[src/rtl/mem_port_arb.sv]
// Shares one memory bus port between instruction fetch (IF) and load/store (LS).
// One transaction in flight at a time, round-robin grant on contention, response steered to the owner.
module mem_port_arb #(
   parameter int ADDR_W = 32,
   parameter int DATA_W = 32
) (
   input  logic                  clk,
   input  logic                  rst,
   input  logic                  if_req_vld,
   output logic                  if_req_rdy,
   input  logic [ADDR_W-1:0]     if_req_addr,
   output logic                  if_rsp_vld,
   input  logic                  if_rsp_rdy,
   output logic [DATA_W-1:0]     if_rsp_data,
   input  logic                  ls_req_vld,
   output logic                  ls_req_rdy,
   input  logic [ADDR_W-1:0]     ls_req_addr,
   input  logic                  ls_req_we,
   input  logic [DATA_W-1:0]     ls_req_wdata,
   input  logic [DATA_W/8-1:0]   ls_req_wstrb,
   output logic                  ls_rsp_vld,
   input  logic                  ls_rsp_rdy,
   output logic [DATA_W-1:0]     ls_rsp_data,
   output logic                  m_req_vld,
   input  logic                  m_req_rdy,
   output logic [ADDR_W-1:0]     m_req_addr,
   output logic                  m_req_we,
   output logic [DATA_W-1:0]     m_req_wdata,
   output logic [DATA_W/8-1:0]   m_req_wstrb,
   input  logic                  m_rsp_vld,
   output logic                  m_rsp_rdy,
   input  logic [DATA_W-1:0]     m_rsp_data,
   output logic                  busy
);

   localparam int STRB_W = DATA_W / 8;
   localparam logic SRC_IF = 1'b0;
   localparam logic SRC_LS = 1'b1;

   typedef enum logic [1:0] {IDLE, REQ, RSP} state_t;

   state_t              state_q, state_d;
   logic                last_gnt_q, last_gnt_d;
   logic                owner_q, owner_d;
   logic [ADDR_W-1:0]   addr_q, addr_d;
   logic                we_q, we_d;
   logic [DATA_W-1:0]   wdata_q, wdata_d;
   logic [STRB_W-1:0]   wstrb_q, wstrb_d;
   logic                gnt_if, gnt_ls;
   logic                owner_rsp_rdy;

   always_ff @(posedge clk or posedge rst) begin
      if (rst) begin
         state_q    <= IDLE;
         last_gnt_q <= SRC_LS;
         owner_q    <= SRC_IF;
         addr_q     <= '0;
         we_q       <= 1'b0;
         wdata_q    <= '0;
         wstrb_q    <= '0;
      end else begin
         state_q    <= state_d;
         last_gnt_q <= last_gnt_d;
         owner_q    <= owner_d;
         addr_q     <= addr_d;
         we_q       <= we_d;
         wdata_q    <= wdata_d;
         wstrb_q    <= wstrb_d;
      end
   end

   always_comb begin
      state_d    = state_q;
      last_gnt_d = last_gnt_q;
      owner_d    = owner_q;
      addr_d     = addr_q;
      we_d       = we_q;
      wdata_d    = wdata_q;
      wstrb_d    = wstrb_q;
      gnt_if     = 1'b0;
      gnt_ls     = 1'b0;
      unique case (state_q)
         IDLE: begin
            // On contention the requester that did not win last time goes first.
            gnt_if = if_req_vld & (~ls_req_vld | (last_gnt_q == SRC_LS));
            gnt_ls = ls_req_vld & (~if_req_vld | (last_gnt_q == SRC_IF));
            if (gnt_if) begin
               addr_d     = if_req_addr;
               we_d       = 1'b0;
               wdata_d    = '0;
               wstrb_d    = '0;
               owner_d    = SRC_IF;
               last_gnt_d = SRC_IF;
               state_d    = REQ;
            end else if (gnt_ls) begin
               addr_d     = ls_req_addr;
               we_d       = ls_req_we;
               wdata_d    = ls_req_wdata;
               wstrb_d    = ls_req_wstrb;
               owner_d    = SRC_LS;
               last_gnt_d = SRC_LS;
               state_d    = REQ;
            end
         end
         REQ: begin
            if (m_req_rdy) state_d = RSP;
         end
         RSP: begin
            if (m_rsp_vld && owner_rsp_rdy) state_d = IDLE;
         end
         default: state_d = IDLE;
      endcase
   end

   assign owner_rsp_rdy = (owner_q == SRC_LS) ? ls_rsp_rdy : if_rsp_rdy;

   // Grants are combinational from the inputs, so mask them while reset is held.
   assign if_req_rdy  = gnt_if & ~rst;
   assign ls_req_rdy  = gnt_ls & ~rst;

   assign m_req_vld   = (state_q == REQ);
   assign m_req_addr  = addr_q;
   assign m_req_we    = we_q;
   assign m_req_wdata = wdata_q;
   assign m_req_wstrb = wstrb_q;

   assign m_rsp_rdy   = (state_q == RSP) & owner_rsp_rdy;
   assign if_rsp_vld  = (state_q == RSP) & (owner_q == SRC_IF) & m_rsp_vld;
   assign ls_rsp_vld  = (state_q == RSP) & (owner_q == SRC_LS) & m_rsp_vld;
   assign if_rsp_data = m_rsp_data;
   assign ls_rsp_data = m_rsp_data;

   assign busy        = (state_q != IDLE);

endmodule
[config.mk]
export PLATFORM = sky130hd
export DESIGN_NAME = mem_port_arb
export DESIGN_NICKNAME = d
export VERILOG_FILES = /design/src/rtl/mem_port_arb.sv
export SDC_FILE = /design/constraint.sdc
export NUM_CORES = 1
export LEC_CHECK = 0
export ABC_AREA = 1
export CORE_AREA = 10 10 109 120
export DETAILED_ROUTE_END_ITERATION = 8
export DIE_AREA = 0 0 119 130
export PLACE_DENSITY = 0.92
export SKIP_CTS_REPAIR_TIMING = 1
export SYNTH_ARGS = -nofsm -noshare
export SYNTH_HDL_FRONTEND = slang
export SYNTH_SLANG_ARGS = --single-unit
[constraint.sdc]
create_clock -name clk -period 6.59 [get_ports clk]
set_input_delay 1.6475 -clock clk [delete_from_list [all_inputs] [get_ports clk]]
set_output_delay 1.6475 -clock clk [all_outputs]
set_load 0.05 [all_outputs]
* Yosys cells after proc, flatten, opt, wreduce, memory -nomap -nowiden *
Index checks and enable logic that the tools add are counted.

cells by class
  equal/unequal tests = 5
  reductions and logical operators = 6
  mux-type cells = 18
  bitwise logic cells = 16

operators by type and width
  kind                  count
  $mux W32              4
  $and A1 B1 Y1         9
  $mux W2               4
  $mux W4               2
  $mux W1               7
  $pmux W2 S3           1
  $not A1 Y1            5
  $reduce_bool A2 Y1    2
  $ne A3 B3 Y1 const B  1
  $reduce_and A3 Y1     1
  $eq A2 B1 Y1 const B  1
  $eq A2 B2 Y1 const B  1
  $logic_not A2 Y1      1
  $ne A2 B1 Y1 const B  1
  $ne A2 B2 Y1 const B  1
  $or A1 B1 Y1          2
  $reduce_and A2 Y1     1
  $logic_and A1 B1 Y1   1

word-level totals
  input bits = 141
  word-level logic and storage cells = 52
  bits in registers = 73
  output and inout bits = 140

* Logic depth before layout (Yosys ltp) *
  word-level depth = 6
  mapped depth = 9
  gate-level depth less buffers = 6

* Worst setup path before layout *
Ideal clock, no wire load.

  path type = input to output
  start = in if_req_vld
  end = out ls_req_rdy
  setup slack = 1.782 ns
  required time = 4.943 ns
  cell stages on the path = 5
  arrival time = 3.161 ns
  cell sequence = buf_4 nand2_4 buf_2 nand2_1 nor3_1

between the ends
  word-level cells in the longest chain between the ends = 5

ends and longest elaborated chain
  item             line  RTL
  start, declared  9     input logic if_req_vld,
  $not A1 Y1       86    gnt_ls = ls_req_vld & (~if_req_vld | (last_gnt_q == SRC_IF));
  $or A1 B1 Y1     86
  $and A1 B1 Y1    86
  $mux W1          82    unique case (state_q)
  $and A1 B1 Y1    119   assign ls_req_rdy = gnt_ls & ~rst;
  end, declared    16    output logic ls_req_rdy,

No other way between the ends.

* Worst setup path after layout *
Same ends and word-level chain as after synthesis.

==> reports/qor.csv <==
stage,metric,value,unit
cts,clock_sinks,73,
die,die_area,15500,sq um
yosys,yosysUniqueCellTypes,19,
placed_design,place_hpwl,9.20,mm
timing,worst_pin_slew,1050,ps
placed_design,placement.cell_area,5330,sq um
cells_and_area,design_area,5620,sq um
worst_hold_path,hp-class,reg -> reg,
timing,slew_violations,0,
worst_hold_path,hold_end,m_req_addr[5]$_DFFE_PP0P_,
setup_path,critical_path_required,4940,ps
yosys,synth_top_area_share,45.7,%
cts,clock_latency,320,ps
timing,fmax,192,MHz
placed_design,gp_congestion,0.806,
yosys,avgSynthCellArea,7.73,sq um
placed_design,port_buffers,184,
grt,grt_max_degree,79,
setup_path,r2r_setup_slack,4290,ps
job,max_cap_violations,0,
cells_and_area,nFillCells,1009,
detailed_routing,wire_per_inst,15.8,um
cells_and_area,most-common-layout-cells,"nand2_1, clkdlybuf4s50_1, dfrtp_1, nand3_1, o21ai_1",
worst_hold_path,min_path_cells,2,
cts,cts_tree,yes,
timing,final_hold_viol_count,0,
yosys,syn-num-nets,651,
cells_and_area,layoutNonFillerInstCount,765,
yosys,yosysWarningCount,0,
detailed_routing,drtAntennaViolNets,0,
yosys,ys_ff_latch,73,
die,die_h,130,um
power_and_ir_drop,p_leak,2.66,nW
setup_path,reg2regPathDepth,6,
setup_path,crit_arrival,3550,ps
grt,grt_pass1_vias,3801,
cts,htree_num_levels,3,
power_and_ir_drop,ir_drop,0.000223,V
setup_path,cp-start-kind,primary input,
timing,skew,7.43,ps
die,fp.coreArea,10700,sq um
setup_path,rr_startpoint,last_gnt_q$_DFFE_PP1P_,
detailed_routing,routed-via-count,3585,
grt,grt_pass1_wl,19.6,mm
setup_path,cp_max_fo,34,
timing,period_share,78.9,%
cts,clockBufferDepth,2,
power_and_ir_drop,powerDensity,520,nW/um^2
die,start_util,36.8,%
power_and_ir_drop,power,2.92,mW
timing,tns,0,ps
cells_and_area,num-nets-final,754,
cts,path_clk_slew,50,ps
die,die_w,119,um
detailed_routing,drt_iter0_markers,262,
setup_path,endpoint_kind,primary output,
cts,cts_root_buffer,clkbuf_16,
cells_and_area,final_common_cell,nand2_1,
worst_hold_path,min_from,m_req_addr[5]$_DFFE_PP0P_,
timing,period_needed,5200,ps
grt,gr-total-overflow,0,
cells_and_area,drive_gt1_share,4.21,%
yosys,synth_cells,510,
detailed_routing,drc,0,
detailed_routing,post_drt_via_cell_ratio,4.69,
grt,antenna_found_initial,0,
die,io_pins,281,
placed_design,placed_cells,749,
die,rows,40,
cts,cts_buffers,9,
setup_path,worstSetupPathType,in -> out,
setup_path,r2r-end,last_gnt_q$_DFFE_PP1P_,
timing,rsz0062_at_grt,no,
detailed_routing,routed_wl,12.1,mm
grt,track_usage,15.6,%
cells_and_area,area_growth,42.6,%
timing,slew_headroom,30.1,%
timing,setup_violations,0,
yosys,syn_area,3940,sq um
status,status,completed,
yosys,synthTopCellsByArea,"dfrtp_1, nand2_1, buf_4, nand3_1, o21ai_1",
yosys,seq_area_frac_synth,46.4,%
detailed_routing,dr.pass1.iters,4,
cells_and_area,diodes,0,
yosys,yosysTopAreaCell,dfrtp_1,
timing,hold_slack,474,ps
critical path, stage by stage:
cell and delay, ps:
clkdlybuf4s50_1 470, nand2_4 320, nand2_1 90, nor3_1 170, clkdlybuf4s50_1 840
per-layer routing:
layer  wire [um]  global-route usage (%)  up-vias
met4         547                    9.42        0
met2        5680                    25.1      171
met3        1000                    5.70       44
li1            -                       -     1761
met1        4890                    17.6     1609
met5           0                       0        -
worst max path at each step:
stage          startpoint          to  slack [ps]  cells past startpoint
2_1_floorplan  if_req_vld  ls_req_rdy        1780                      5
3_3_place_gp   if_req_vld  ls_req_rdy        1480                      5
3_5_place_dp   if_req_vld  ls_req_rdy        1380                      5
4_1_cts        if_req_vld  ls_req_rdy        1380                      5
5_1_grt        if_req_vld  ls_req_rdy        1210                      5
6_report       if_req_vld  ls_req_rdy        1390                      5
cell type report:
cell class | instances | area [sq um] | area share (%)
inverters | 10 | 41.3 | 0.734
repair buffers | 188 | 1880 | 33.5
well taps | 147 | 184 | 3.27
clock inverters | 5 | 56.3 | 1.00
multi-input cells | 331 | 1400 | 24.9
clock buffers | 11 | 233 | 4.14
flip-flops and latches | 73 | 1830 | 32.5
kinds of logic after synthesis:
| kind of cell | count (synthesis) | synth area share [%] |
|---|---|---|
| AO/OA/AOI/OAI | 39 | 5.01 |
| buffers and inverters | 106 | 18.4 |
| flip-flops | 73 | 46.4 |
| AND/OR/NAND/NOR | 292 | 30.3 |
sequential cells by signal, summed over array words and instances (netlist names):
signal,count
m_req_addr,32
m_req_wdata,32
m_req_wstrb,4
state_q,2
last_gnt_q,1
m_req_we,1
owner_q,1
where the power goes:
part	switching, mW	internal [mW]
sequential	0.109	0.649
clock	0.182	0.293
combinational	1.16	0.526
total	1.46	1.47
cells in the mapped netlist, drive strengths merged:
cell type,n
inv,10
buf,91
nand3,65
and2,1
o31ai,1
nor3,3
dfstp,1
nand2,220
nor2,3
dfrtp,72
o21ai,38
clkbuf,5
stage by stage:
step | util, % | setup WS [ps]
floorplan | - | 1780
global placement | 49.8 | 1480
detailed placement | 49.8 | 1380
CTS | 52.5 | 1380
global route | 52.5 | 1210
finish | 52.5 | 1390
Note: power is estimated with default switching activity, not from simulation.
